===== src/rtl/mips_mc_controller.sv =====
// Multi-cycle MIPS control FSM: sequences FETCH/DECODE/EXEC/MEM/WB, drives the
// datapath controls and memory handshakes, traps on illegal ops and memory stalls.
module mips_mc_controller #(
  parameter int unsigned WAIT_LIMIT = 255,
  parameter int unsigned CNT_W      = 32
) (
  input  logic             clk,
  input  logic             rst,
  input  logic [5:0]       opcode,
  input  logic [5:0]       funct,
  input  logic             zero,
  input  logic             imem_ready,
  input  logic             dmem_ready,
  output logic             imem_req,
  output logic             dmem_req,
  output logic             dmem_we,
  output logic             ir_write,
  output logic             pc_write,
  output logic             RegDst,
  output logic             RegSrc,
  output logic             WriteSrc,
  output logic             RegWrite,
  output logic             AluSrc,
  output logic             MemToReg,
  output logic             PcSrc1,
  output logic [1:0]       PcSrc2,
  output logic [2:0]       AluOp,
  output logic             trap,
  output logic [1:0]       trap_cause,
  output logic [CNT_W-1:0] instret
);
  typedef enum logic [2:0] {S_FETCH, S_DECODE, S_EXEC, S_MEM, S_WB, S_TRAP} state_e;

  localparam logic [7:0] LIMIT = 8'(WAIT_LIMIT);

  state_e           state_q, state_d;
  logic [7:0]       wait_q, wait_d;
  logic [1:0]       cause_q, cause_d;
  logic [CNT_W-1:0] instret_q;

  logic is_r, is_jr, is_lw, is_sw, is_beq, is_bne, is_addi, is_slti, is_j, is_jal;
  logic r_legal, legal, use_imm;
  logic [2:0] r_aluop, alu_op;

  assign is_r    = (opcode == 6'h00);
  assign is_jr   = is_r && (funct == 6'h08);
  assign is_lw   = (opcode == 6'h23);
  assign is_sw   = (opcode == 6'h2B);
  assign is_beq  = (opcode == 6'h04);
  assign is_bne  = (opcode == 6'h05);
  assign is_addi = (opcode == 6'h08);
  assign is_slti = (opcode == 6'h0A);
  assign is_j    = (opcode == 6'h02);
  assign is_jal  = (opcode == 6'h03);

  always_comb begin
    r_legal = 1'b1;
    r_aluop = 3'b000;
    case (funct)
      6'h20:   r_aluop = 3'b000;
      6'h22:   r_aluop = 3'b001;
      6'h24:   r_aluop = 3'b010;
      6'h25:   r_aluop = 3'b011;
      6'h2A:   r_aluop = 3'b100;
      6'h08:   r_aluop = 3'b000;
      default: r_legal = 1'b0;
    endcase
  end

  assign legal   = is_r ? r_legal
                 : (is_lw | is_sw | is_beq | is_bne | is_addi | is_slti | is_j | is_jal);
  assign use_imm = is_lw | is_sw | is_addi | is_slti;
  assign alu_op  = is_r               ? r_aluop :
                   (is_beq | is_bne)  ? 3'b001  :
                   is_slti            ? 3'b100  : 3'b000;

  always_comb begin
    state_d    = state_q;
    wait_d     = wait_q;
    cause_d    = cause_q;
    imem_req   = 1'b0;
    dmem_req   = 1'b0;
    dmem_we    = 1'b0;
    ir_write   = 1'b0;
    pc_write   = 1'b0;
    RegDst     = 1'b0;
    RegSrc     = 1'b0;
    WriteSrc   = 1'b0;
    RegWrite   = 1'b0;
    AluSrc     = 1'b0;
    MemToReg   = 1'b0;
    PcSrc1     = 1'b0;
    PcSrc2     = 2'b00;
    AluOp      = 3'b000;
    trap       = 1'b0;
    trap_cause = cause_q;
    instret    = instret_q;
    case (state_q)
      S_FETCH: begin
        imem_req = 1'b1;
        if (imem_ready) begin
          ir_write = 1'b1;
          wait_d   = '0;
          state_d  = S_DECODE;
        end else if (wait_q + 8'd1 == LIMIT) begin
          wait_d   = '0;
          cause_d  = 2'b10;
          state_d  = S_TRAP;
        end else begin
          wait_d   = wait_q + 8'd1;
        end
      end
      S_DECODE: begin
        state_d = legal ? S_EXEC : S_TRAP;
        if (!legal) cause_d = 2'b01;
      end
      S_EXEC: begin
        AluSrc = use_imm;
        AluOp  = alu_op;
        if (is_beq | is_bne) begin
          PcSrc1   = is_beq ? zero : ~zero;
          pc_write = 1'b1;
          state_d  = S_FETCH;
        end else if (is_j | is_jal | is_jr) begin
          PcSrc2   = is_jr ? 2'b01 : 2'b10;
          RegSrc   = is_jal;
          RegWrite = is_jal;
          pc_write = 1'b1;
          state_d  = S_FETCH;
        end else begin
          state_d  = (is_lw | is_sw) ? S_MEM : S_WB;
        end
      end
      S_MEM: begin
        // address operands stay driven so the ALU output is stable for memory
        dmem_req = 1'b1;
        dmem_we  = is_sw;
        AluSrc   = 1'b1;
        AluOp    = alu_op;
        if (dmem_ready) begin
          wait_d   = '0;
          pc_write = is_sw;
          state_d  = is_sw ? S_FETCH : S_WB;
        end else if (wait_q + 8'd1 == LIMIT) begin
          wait_d   = '0;
          cause_d  = 2'b11;
          state_d  = S_TRAP;
        end else begin
          wait_d   = wait_q + 8'd1;
        end
      end
      S_WB: begin
        RegWrite = 1'b1;
        WriteSrc = 1'b1;
        pc_write = 1'b1;
        RegDst   = is_r;
        AluSrc   = use_imm;
        MemToReg = is_lw;
        AluOp    = alu_op;
        state_d  = S_FETCH;
      end
      S_TRAP:  trap = 1'b1;
      default: state_d = S_FETCH;
    endcase
    if (rst) begin
      imem_req = 1'b0; dmem_req = 1'b0; dmem_we  = 1'b0; ir_write = 1'b0;
      pc_write = 1'b0; RegDst   = 1'b0; RegSrc   = 1'b0; WriteSrc = 1'b0;
      RegWrite = 1'b0; AluSrc   = 1'b0; MemToReg = 1'b0; PcSrc1   = 1'b0;
      PcSrc2   = 2'b00; AluOp   = 3'b000; trap   = 1'b0; trap_cause = 2'b00;
      instret  = '0;
    end
  end

  always_ff @(posedge clk) begin
    if (rst) begin
      state_q   <= S_FETCH;
      wait_q    <= '0;
      cause_q   <= 2'b00;
      instret_q <= '0;
    end else begin
      state_q <= state_d;
      wait_q  <= wait_d;
      cause_q <= cause_d;
      if (pc_write) instret_q <= instret_q + CNT_W'(1);
    end
  end
endmodule

===== config.mk =====
export PLATFORM = sky130hd
export DESIGN_NAME = mips_mc_controller
export DESIGN_NICKNAME = d
export VERILOG_FILES = /design/src/rtl/mips_mc_controller.sv
export SDC_FILE = /design/constraint.sdc
export NUM_CORES = 1
export LEC_CHECK = 0
export CORE_ASPECT_RATIO = 1.75
export CORE_MARGIN = 2
export CORE_UTILIZATION = 50
export CTS_CLUSTER_SIZE = 12
export DETAILED_ROUTE_END_ITERATION = 7
export GPL_TIMING_DRIVEN = 0
export PLACE_DENSITY_LB_ADDON = 0.1
export SKIP_LAST_GASP = 1
export SYNTH_ARGS = -nofsm -noshare
export SYNTH_HDL_FRONTEND = slang
export SYNTH_SLANG_ARGS = --single-unit

===== constraint.sdc =====
create_clock -name clk -period 4.85 [get_ports clk]
set_input_delay 0.7275 -clock clk [delete_from_list [all_inputs] [get_ports clk]]
set_output_delay 0.7275 -clock clk [all_outputs]
set_load 0.1 [all_outputs]

==> flow_summary.yaml <==
floorplan:
  pin_count: 69
  num_rows: 37
  die_w_um: 62.9
  die_height_um: 107
  core_area_um2: 5880
  die-area_um2: 6730
  start_util: 0.516
clocking:
  cts_buffers: 5
  cts_sinks: 45
  post_cts_resized: 0
  cts.htree.levels: 2
  post_cts_buffers: 0
  cts_buffer_depth: 2
  clock-root-buffer: "clkbuf_8"
  insertion_delay_ns: 0.31
  cts_tree: "built"
  clk_pin_slew_worst_paths_ns: 0.09
  ctsHoldBuffers: 0
place:
  place_ws_ns: 0.168
  place_area_um2: 3830
  hpwl_um: 6140
  place_congestion: 0.874
  numPortBuffers: 68
setup_path:
  cp.required_ns: 4.12
  timing.rr.end: "instret_q[28]"
  crit_top_cell: "clkbuf_1"
  worstPathArrival_ns: 3.92
  startpoint_type: "input port"
  cp_max_fo: 10
  reg2regPathDepth: 6
  max_stage_delay_ns: 0.99
  slowest_stage: "clkdlybuf4s50_1"
  crit_chain: "clkdlybuf4s50_1, clkbuf_1, clkbuf_1, clkbuf_1, nor2_1, clkdlybuf4s50_1"
  rrSetupSlack_ns: 2.66
  endpoint_kind: "primary output"
  critical_path_class: "in -> out"
  worstReg2RegStart: "instret_q[2]"
route:
  drcViolationCount: 0
  dr.pass1.iters: 4
  wl_um: 8140
  viasPerCell: 5.67
  drt_iter0_drc: 176
  vias: 3081
  ant_nets: 0
  wl_per_cell_um: 15.0
sta:
  layout_min_cycle_time_ns: 4.64
  setup_tns_ns: 0
  relSlewSlack: 0.329
  period_share: 0.958
  rsz0062_at_grt: "no"
  fmax_mhz: 215
  finClkSkew_ns: 0.00568
  slew_violations: 0
  hold_violations: 0
  worst_slack_ns: 0.206
  setup_violations: 0
  worst_slew_pin_slew_ns: 1.00
finish:
  diodes: 0
  fin_area_um2: 3940
  nets: 484
  synthToLayoutAreaGrowth_pct: 29.8
  drive_gt1_frac: 0.0968
  num-fill-cells: 534
global_routing:
  grt_max_degree: 15
  antenna_found_initial: 0
  grt_first_pass_wirelength_um: 13800
  grt_pass1_vias: 3016
  grt.total_usage: 0.250
  grt_overflow: 0
synth:
  post_synth_main_area_contributors: "dfxtp_1 30%, nor2b_1 8.0%, nor2_1 5.9%, mux2_2 4.5%, nand2_1 3.8%"
  yosysTopAreaCellShare: 0.297
  synth_cells: 389
  yosysWarnings: 0
  async_flop_share: 0
  synth_ff_type: "dfxtp_1"
  synth_seq_cells: 45
  synth_top_area_cell: "dfxtp_1"
  synth_edf_count: 0
  syn-num-nets: 409
  seq_area_frac_synth: 0.297
  ys_types: 66
  synth.avg_cell_area_um2: 7.80
  synth_area_um2: 3030
worst_hold_path:
  hold_end: "cause_q[0]"
  hold_path_depth: 2
  hold_path.class: "reg -> reg"
  hold_start: "cause_q[0]"
job:
  maxCapViolCount: 0
status:
  outcome: "finished, final reports clean"
pwr:
  vdd_drop_max_mv: 0.142
  power_uw: 886
  p_per_area_nw_per_um2: 225
  leakagePower_uw: 0.00145
Yosys cell counts, drive strengths merged, types with 3 or more instances:
cell / count
clkbuf: 10
nor2b: 40
o211ai: 3
dfxtp: 45
and3: 9
inv: 10
nand4: 7
and4: 5
a31oi: 6
nand2: 31
or3: 7
nand2b: 5
or2: 3
a21o: 3
ha: 3
mux2: 14
and2: 4
o21ai: 21
nand3: 13
or4: 7
nor4b: 3
o31ai: 3
xor2: 10
nor2: 49
a21oi: 12
nor3b: 6
nor3: 19
buf: 7
a22oi: 3
nand3b: 4
routing by layer:
layer  up-vias  share of wire  global-route usage
met2        82           0.55               0.478
met3         9          0.047              0.0441
met5         -              0                   0
met4         0          0.013              0.0667
li1       1541              -                   -
met1      1449           0.39               0.278
state kept, by name, summed over array words and instances (netlist names):
name	count
state_q	3
cause_q	2
instret_q	32
wait_q	8
stage by stage:
step	util	std cells	hold WS (ns)
6_report	0.670	543	0.496
3_5_place_dp	0.651	535	0.482
2_1_floorplan	-	389	0.454
5_1_grt	0.670	543	0.519
4_1_cts	0.670	543	0.497
3_3_place_gp	0.651	535	0.474
how the worst max path moves through the flow:
stage	start	to	slack (ns)	cells past startpoint
final	rst	dmem_req	0.21	6
after floorplan	rst	RegWrite	0.49	5
after global routing	rst	dmem_req	0.04	6
after detailed placement	rst	dmem_req	0.17	6
after global placement	rst	dmem_req	0.19	6
after CTS	rst	dmem_req	0.17	6
cells in the final DEF (no fill, tap or decap), drive strengths merged, types with 4 or more instances in the layout:
cell type       n
nand2          31
clkbuf         16
a21oi          12
inv            10
nor2           49
nor3           19
or4             7
nand3          13
mux2           14
buf             7
nand3b          4
nand2b          5
and2            4
and4            5
clkdlybuf4s50  68
nor3b           6
and3            9
a31oi           6
xor2           10
nor2b          40
or3             7
nand4           7
dfxtp          45
o21ai          21
logic make-up (layout without fill, tap and decap cells):
logic type | Yosys count | count (layout) | synth area share
buffers and inverters | 27 | 103 | 0.0404
AO/OA/AOI/OAI | 65 | 65 | 0.143
multiplexers | 14 | 14 | 0.0520
XOR/XNOR | 12 | 12 | 0.0347
adder cells (fa/ha/maj) | 4 | 4 | 0.0157
AND/OR/NAND/NOR | 222 | 222 | 0.417
flip-flops | 45 | 45 | 0.297
cell type report:
type	instances	area, um^2	area share
plain buffers	17	85.1	0.0216
clock buffers	6	72.6	0.0184
clock inverters	2	38.8	0.00985
inverters	10	37.5	0.00953
multi-input cells	317	2020	0.514
flip-flops and latches	45	901	0.229
well taps	78	97.6	0.0248
repair buffers	68	681	0.173
worst max-delay path, delay by kind of cell:
| kind | cells | cell delay, ns |
|---|---|---|
| AND/OR/NAND/NOR | 1 | 0.11 |
| buffers and inverters | 5 | 3.08 |
power by group:
part	switching [uW]	internal, uW	total, uW
Combinational	134	67.0	201
Clock	141	155	296
Sequential	9.65	379	388
Total	285	601	886
Power figures use the tool's default switching activity.
